===== src/rtl/window_counter_mc.sv =====
// window_counter_mc: per-channel sliding-window event counter built from a ring of fixed-length bins.
// Optional per-channel threshold compare (threshold/above ports) is built when WINDOW_COUNTER_MC_THRESH_EN is defined.
module window_counter_mc #(
  parameter int CLK_FREQ_HZ    = 27_000_000,
  parameter int SAMPLE_TIME_MS = 10,
  parameter int SAMPLE_COUNT   = 100,
  parameter int NUM_CHANNELS   = 4,
  parameter int MAX_VALUE      = 4000,
  parameter int EDGE_MODE      = 0,
  localparam int SAMPLE_PERIOD = (CLK_FREQ_HZ/1000)*SAMPLE_TIME_MS,
  localparam int BIN_WIDTH     = $clog2(MAX_VALUE/SAMPLE_COUNT+1),
  localparam int COUNTER_WIDTH = $clog2(SAMPLE_COUNT*(2**BIN_WIDTH-1)+1)
) (
  input  logic                                  sys_clk,
  input  logic                                  reset,
  input  logic [NUM_CHANNELS-1:0]               enable,
  input  logic                                  clear,
`ifdef WINDOW_COUNTER_MC_THRESH_EN
  input  logic [COUNTER_WIDTH-1:0]              threshold,
  output logic [NUM_CHANNELS-1:0]               above,
`endif
  output logic [NUM_CHANNELS*COUNTER_WIDTH-1:0] counter,
  output logic                                  valid,
  output logic                                  updated,
  output logic [NUM_CHANNELS-1:0]               overflow
);

  localparam int TICK_W = (SAMPLE_PERIOD > 1) ? $clog2(SAMPLE_PERIOD) : 1;
  localparam int IDX_W  = $clog2(SAMPLE_COUNT);
  localparam logic [TICK_W-1:0]    TICK_LAST = TICK_W'(SAMPLE_PERIOD-1);
  localparam logic [IDX_W-1:0]     IDX_LAST  = IDX_W'(SAMPLE_COUNT-1);
  localparam logic [BIN_WIDTH-1:0] BIN_MAX   = '1;

  logic [TICK_W-1:0]       tick;
  logic [IDX_W-1:0]        idx;
  logic [NUM_CHANNELS-1:0] enable_q;
  logic [NUM_CHANNELS-1:0] evt;
  logic [NUM_CHANNELS-1:0] sat_hit;
  logic                    sample_end;
  logic [BIN_WIDTH-1:0]    bin      [NUM_CHANNELS];
  logic [BIN_WIDTH-1:0]    bin_nxt  [NUM_CHANNELS];
  logic [BIN_WIDTH-1:0]    ring     [SAMPLE_COUNT][NUM_CHANNELS];
  logic [COUNTER_WIDTH-1:0] sum_nxt [NUM_CHANNELS];

  function automatic logic [BIN_WIDTH-1:0] sat_inc(input logic [BIN_WIDTH-1:0] b,
                                                   input logic e);
    if (e && (b != BIN_MAX))
      return b + 1'b1;
    return b;
  endfunction

  // Drop the bin leaving the window and add the one entering it; one spare bit absorbs the
  // transient of subtract-then-add, the true result always fits COUNTER_WIDTH.
  function automatic logic [COUNTER_WIDTH-1:0] window_sum(input logic [COUNTER_WIDTH-1:0] cur,
                                                          input logic [BIN_WIDTH-1:0] oldest,
                                                          input logic [BIN_WIDTH-1:0] newest);
    logic [COUNTER_WIDTH:0] acc;
    logic [COUNTER_WIDTH:0] o;
    logic [COUNTER_WIDTH:0] w;
    o = '0;
    w = '0;
    o[BIN_WIDTH-1:0] = oldest;
    w[BIN_WIDTH-1:0] = newest;
    acc = {1'b0, cur} - o + w;
    return COUNTER_WIDTH'(acc);
  endfunction

  always_comb begin
    sample_end = (tick == TICK_LAST);
    evt        = (EDGE_MODE != 0) ? (enable & ~enable_q) : enable;
    for (int n = 0; n < NUM_CHANNELS; n++) begin
      bin_nxt[n] = sat_inc(bin[n], evt[n]);
      sat_hit[n] = evt[n] & (bin[n] == BIN_MAX);
      sum_nxt[n] = window_sum(counter[n*COUNTER_WIDTH +: COUNTER_WIDTH], ring[idx][n], bin_nxt[n]);
    end
  end

  // Single register stage: bins accumulate every cycle, window sum commits on sample_end.
  always_ff @(posedge sys_clk) begin
    if (reset || clear) begin
      tick     <= '0;
      idx      <= '0;
      enable_q <= '0;
      counter  <= '0;
      valid    <= 1'b0;
      updated  <= 1'b0;
      overflow <= '0;
`ifdef WINDOW_COUNTER_MC_THRESH_EN
      above    <= '0;
`endif
      for (int n = 0; n < NUM_CHANNELS; n++)
        bin[n] <= '0;
      for (int s = 0; s < SAMPLE_COUNT; s++)
        for (int n = 0; n < NUM_CHANNELS; n++)
          ring[s][n] <= '0;
    end else begin
      enable_q <= enable;
      updated  <= sample_end;
      overflow <= overflow | sat_hit;
      tick     <= sample_end ? '0 : tick + 1'b1;
      for (int n = 0; n < NUM_CHANNELS; n++)
        bin[n] <= sample_end ? '0 : bin_nxt[n];
      if (sample_end) begin
        for (int n = 0; n < NUM_CHANNELS; n++) begin
          ring[idx][n]                             <= bin_nxt[n];
          counter[n*COUNTER_WIDTH +: COUNTER_WIDTH] <= sum_nxt[n];
`ifdef WINDOW_COUNTER_MC_THRESH_EN
          above[n]                                 <= (sum_nxt[n] >= threshold);
`endif
        end
        idx <= (idx == IDX_LAST) ? '0 : idx + 1'b1;
        if (idx == IDX_LAST)
          valid <= 1'b1;
      end
    end
  end

endmodule

===== config.mk =====
export PLATFORM = sky130hd
export DESIGN_NAME = window_counter_mc
export DESIGN_NICKNAME = d
export VERILOG_FILES = /design/src/rtl/window_counter_mc.sv
export SDC_FILE = /design/constraint.sdc
export NUM_CORES = 2
export LEC_CHECK = 0
export BUFFER_PORTS_ARGS = -buffer_cell sky130_fd_sc_hd__buf_4
export CAP_MARGIN = 10
export CORE_MARGIN = 2
export CORE_UTILIZATION = 25
export DETAILED_ROUTE_END_ITERATION = 8
export GPL_TIMING_DRIVEN = 0
export PLACE_DENSITY = 0.38
export SLEW_MARGIN = 20
export SYNTH_ARGS = -nofsm -noshare
export SYNTH_HDL_FRONTEND = slang
export SYNTH_SLANG_ARGS = --single-unit

===== constraint.sdc =====
create_clock -name sys_clk -period 5.9 [get_ports sys_clk]
set_input_delay 0.295 -clock sys_clk [delete_from_list [all_inputs] [get_ports sys_clk]]
set_output_delay 0.295 -clock sys_clk [all_outputs]
set_load 0.005 [all_outputs]

==> flow_metrics.tcl <==
set metrics [dict create \
    fin_ws_ns -0.112 \
    htreeDepth 5 \
    syn2layout_area_growth_pct 20.1 \
    grt_pass1_vias 85700 \
    die-area_sq_um 550000 \
    final_core_util 0.302 \
    yosysUniqueCellTypes 65 \
    start_kind "flop" \
    async_flop_share 0 \
    wire_per_inst_um 36.1 \
    cp_slowest_cell "mux4_2" \
    rows 270 \
    max-slew-margin-rel 0.0439 \
    start_util 0.251 \
    fin_crit_sh 1.02 \
    synth.avg_cell_area_sq_um 14.4 \
    antenna_found_initial 84 \
    dr.first_iter.drc_count 11900 \
    fmax_mhz 166 \
    netlist_instances 9419 \
    synth_edf_count 3072 \
    finalSetupViolCount 6 \
    r2r-end "counter[51]" \
    drtPass1Iterations 6 \
    grt_pass1_wl_um 818000 \
    ys.flop_type "edfxtp_1" \
    violations "setup timing" \
    syn-cell-area_sq_um 136000 \
    rsz0062_at_grt "true" \
    path_buf_inv 6 \
    crit_required_ns 6.83 \
    crit_end "counter[51]" \
    clk_pin_slew_worst_paths_ns 0.08 \
    arrival_ns 6.95 \
    powerDensity_nw_per_um2 311 \
    die_w_um 741 \
    fill_cells 54100 \
    synth.area.top_cells "edfxtp_1 68%, mux4_2 8.4%, nor2_1 7.0%" \
    routed_wl_um 632000 \
    hp-class "input pin to flop" \
    maxCapViolCount 0 \
    cp.depth 19 \
    synth_seq_cells 3187 \
    viasPerCell 5.03 \
    r2r_slack_ns -0.11 \
    outcome "finished with violations" \
    fin_skew_ns 0.0817 \
    multi_input_area_sq_um 39300 \
    fin_nets 10100 \
    tns_ns -0.310 \
    crit_family "simple AND/OR/NAND/NOR gates" \
    report.final.slew_viol_count 0 \
    dp_hpwl_um 464000 \
    clkSinkCount 3187 \
    synth_top_cell_area_share 0.679 \
    period_minus_slack_ns 6.01 \
    yosysSeqAreaShare 0.696 \
    insertion_delay_ns 1.03 \
    final_layout_size_suffix_gt1_frac 0.199 \
    num_vias 88100 \
    cts_tree "built" \
    pre_cts_ws_ns -2.66 \
    drc 0 \
    final_hold_viol_count 0 \
    clockBufferDepth 4 \
    crit_fanout 8 \
    die_h_um 741 \
    ant_nets 0 \
    track_usage 0.223 \
    cp-end-kind "flop" \
    ioPinCount 65 \
    cpMostUsedCell "buf_16" \
    portBuffers 64 \
    grt_max_degree 29 \
    r2r_cells 19 \
    globalplace.congestion 1.01 \
    core_sq_um 541000 \
    yosysTopAreaCell "edfxtp_1" \
    cts-root-buf "clkbuf_16" \
    syn_nets 9508 \
    leakagePower_nw 52.5 \
    yosys_warnings 0 \
    tightestPinTransition_ns 1.43 \
    overflow 0 \
    cp_slowest_stage_delay_ns 0.66 \
    ir_drop_uv 238 \
    cts_buffers 366 \
    crit_type "flop to flop" \
    regArea_sq_um 94600 \
    cp_cell_sequence "buf_12, buf_16, buf_16, buf_16, buf_16, mux4_2, a22oi_2, nand4_1, nor2_4, nand2_4, fa_1, inv_1, fa_2, a21o_1, a221o_1, a221oi_2, xnor2_2, or3_1, a21oi_1" \
]
-- tightest hold or removal path, stage by stage --
cell	delay [ns]
dlygate4sd3_1	0.53
buf_4	0.16
a21oi_1	0.07
nor2_1	0.07
-- sequential cells by signal, indices dropped and copies added (netlist names), named ones only --
| signal | cells |
|---|---|
| idx | 7 |
| counter | 52 |
| overflow | 4 |
| valid | 1 |
| ring | 3072 |
| updated | 1 |
| bin | 24 |
| tick | 19 |
-- worst min-delay path by stage --
stage,cells past startpoint,endpoint,slack (ns),start
after floorplan,1,tick[0],0.41,tick[0]
after global placement,1,tick[0],0.43,tick[0]
after detailed placement,1,tick[0],0.43,tick[0]
after CTS,4,overflow[2],0.05,enable[2]
after global routing,4,overflow[2],0.13,enable[2]
final,4,overflow[3],0.14,enable[3]
-- kinds of logic after synthesis --
kind of cell    synth area share
buf+inv                   0.0287
fa+ha+maj                0.00888
simple gates              0.0973
xor+xnor                 0.00432
mux                        0.128
flops                      0.696
compound gates            0.0368
-- metal layers --
metal | up-vias | wire [um] | GRT usage
li1 | 36000 | - | -
met1 | 47000 | 265000 | 0.303
met2 | 4176 | 287000 | 0.354
met3 | 822 | 49900 | 0.0426
met4 | 18 | 31000 | 0.0866
met5 | - | 122 | 0
-- per-stage QoR --
stage	power [W]	hold WS (ns)	instances	area (sq um)
after detailed placement	0.0282	0.433	16800	148000
after floorplan	0.0270	0.413	9419	136000
after global placement	0.0281	0.435	16700	145000
final	0.0508	0.137	17500	163000
after global routing	0.0520	0.132	17500	163000
after CTS	0.0511	0.0461	17500	162000
-- report_power, final --
| part | switching, W | leakage [nW] | internal [W] | total (W) |
|---|---|---|---|---|
| combinational | 0.00151 | 13.6 | 0.000482 | 0.00199 |
| clock | 0.00994 | 5.75 | 0.0131 | 0.0231 |
| sequential | 0.000234 | 33.1 | 0.0256 | 0.0258 |
| total | 0.0117 | 52.5 | 0.0392 | 0.0508 |
-- cell usage after synthesis (25+ instances only) --
cell      number
nor2_1      2539
a31oi_1       25
inv_1        125
nand4_1       58
xnor2_1       36
clkbuf_1     568
ha_1          58
buf_1         35
nor2b_1       55
a21oi_1      151
buf_2        223
xor2_1        31
a221oi_1      96
a22oi_1      288
nand2_1      407
dfxtp_1      115
mux4_2       504
mux2i_1      609
o21ai_0       33
edfxtp_1    3072
a211oi_1      36
nand3_1      128
-- layout by cell type, fill, tap and decap left out, types with 101 or more instances in the layout --
cell type | netlist | routed
edfxtp_1 | 3072 | 3072
buf_2 | 223 | 133
nand2_1 | 407 | 271
clkbuf_1 | 568 | 502
mux2i_1 | 609 | 569
dfxtp_1 | 115 | 111
clkbuf_16 | 0 | 375
buf_4 | 4 | 141
nand2_2 | 11 | 141
a21oi_1 | 151 | 142
mux4_2 | 504 | 504
a22oi_1 | 288 | 226
nor2_1 | 2539 | 2490
inv_1 | 125 | 101
-- area by class of cell --
class | count | share of cell area
Clock inverter | 208 | 0.0128
Timing Repair Buffer | 212 | 0.0195
Antenna cell | 21 | 0.000322
Inverter | 126 | 0.00290
Clock buffer | 458 | 0.0592
Buffer | 824 | 0.0302
Tap cell | 7208 | 0.0552
Multi-Input combinational cell | 5275 | 0.241
Sequential cell | 3187 | 0.579
-- repair_timing --
action                                  CTS  global route
hold buffers                              7             0
cloned                                    0             1
pin swaps                                50            65
setup buffers                            21            24
hold endpoints to repair                  6             0
gates resized for setup                 575           201
endpoints found under the setup margin  111            15
No activity file was read; power rests on OpenSTA's default activity.
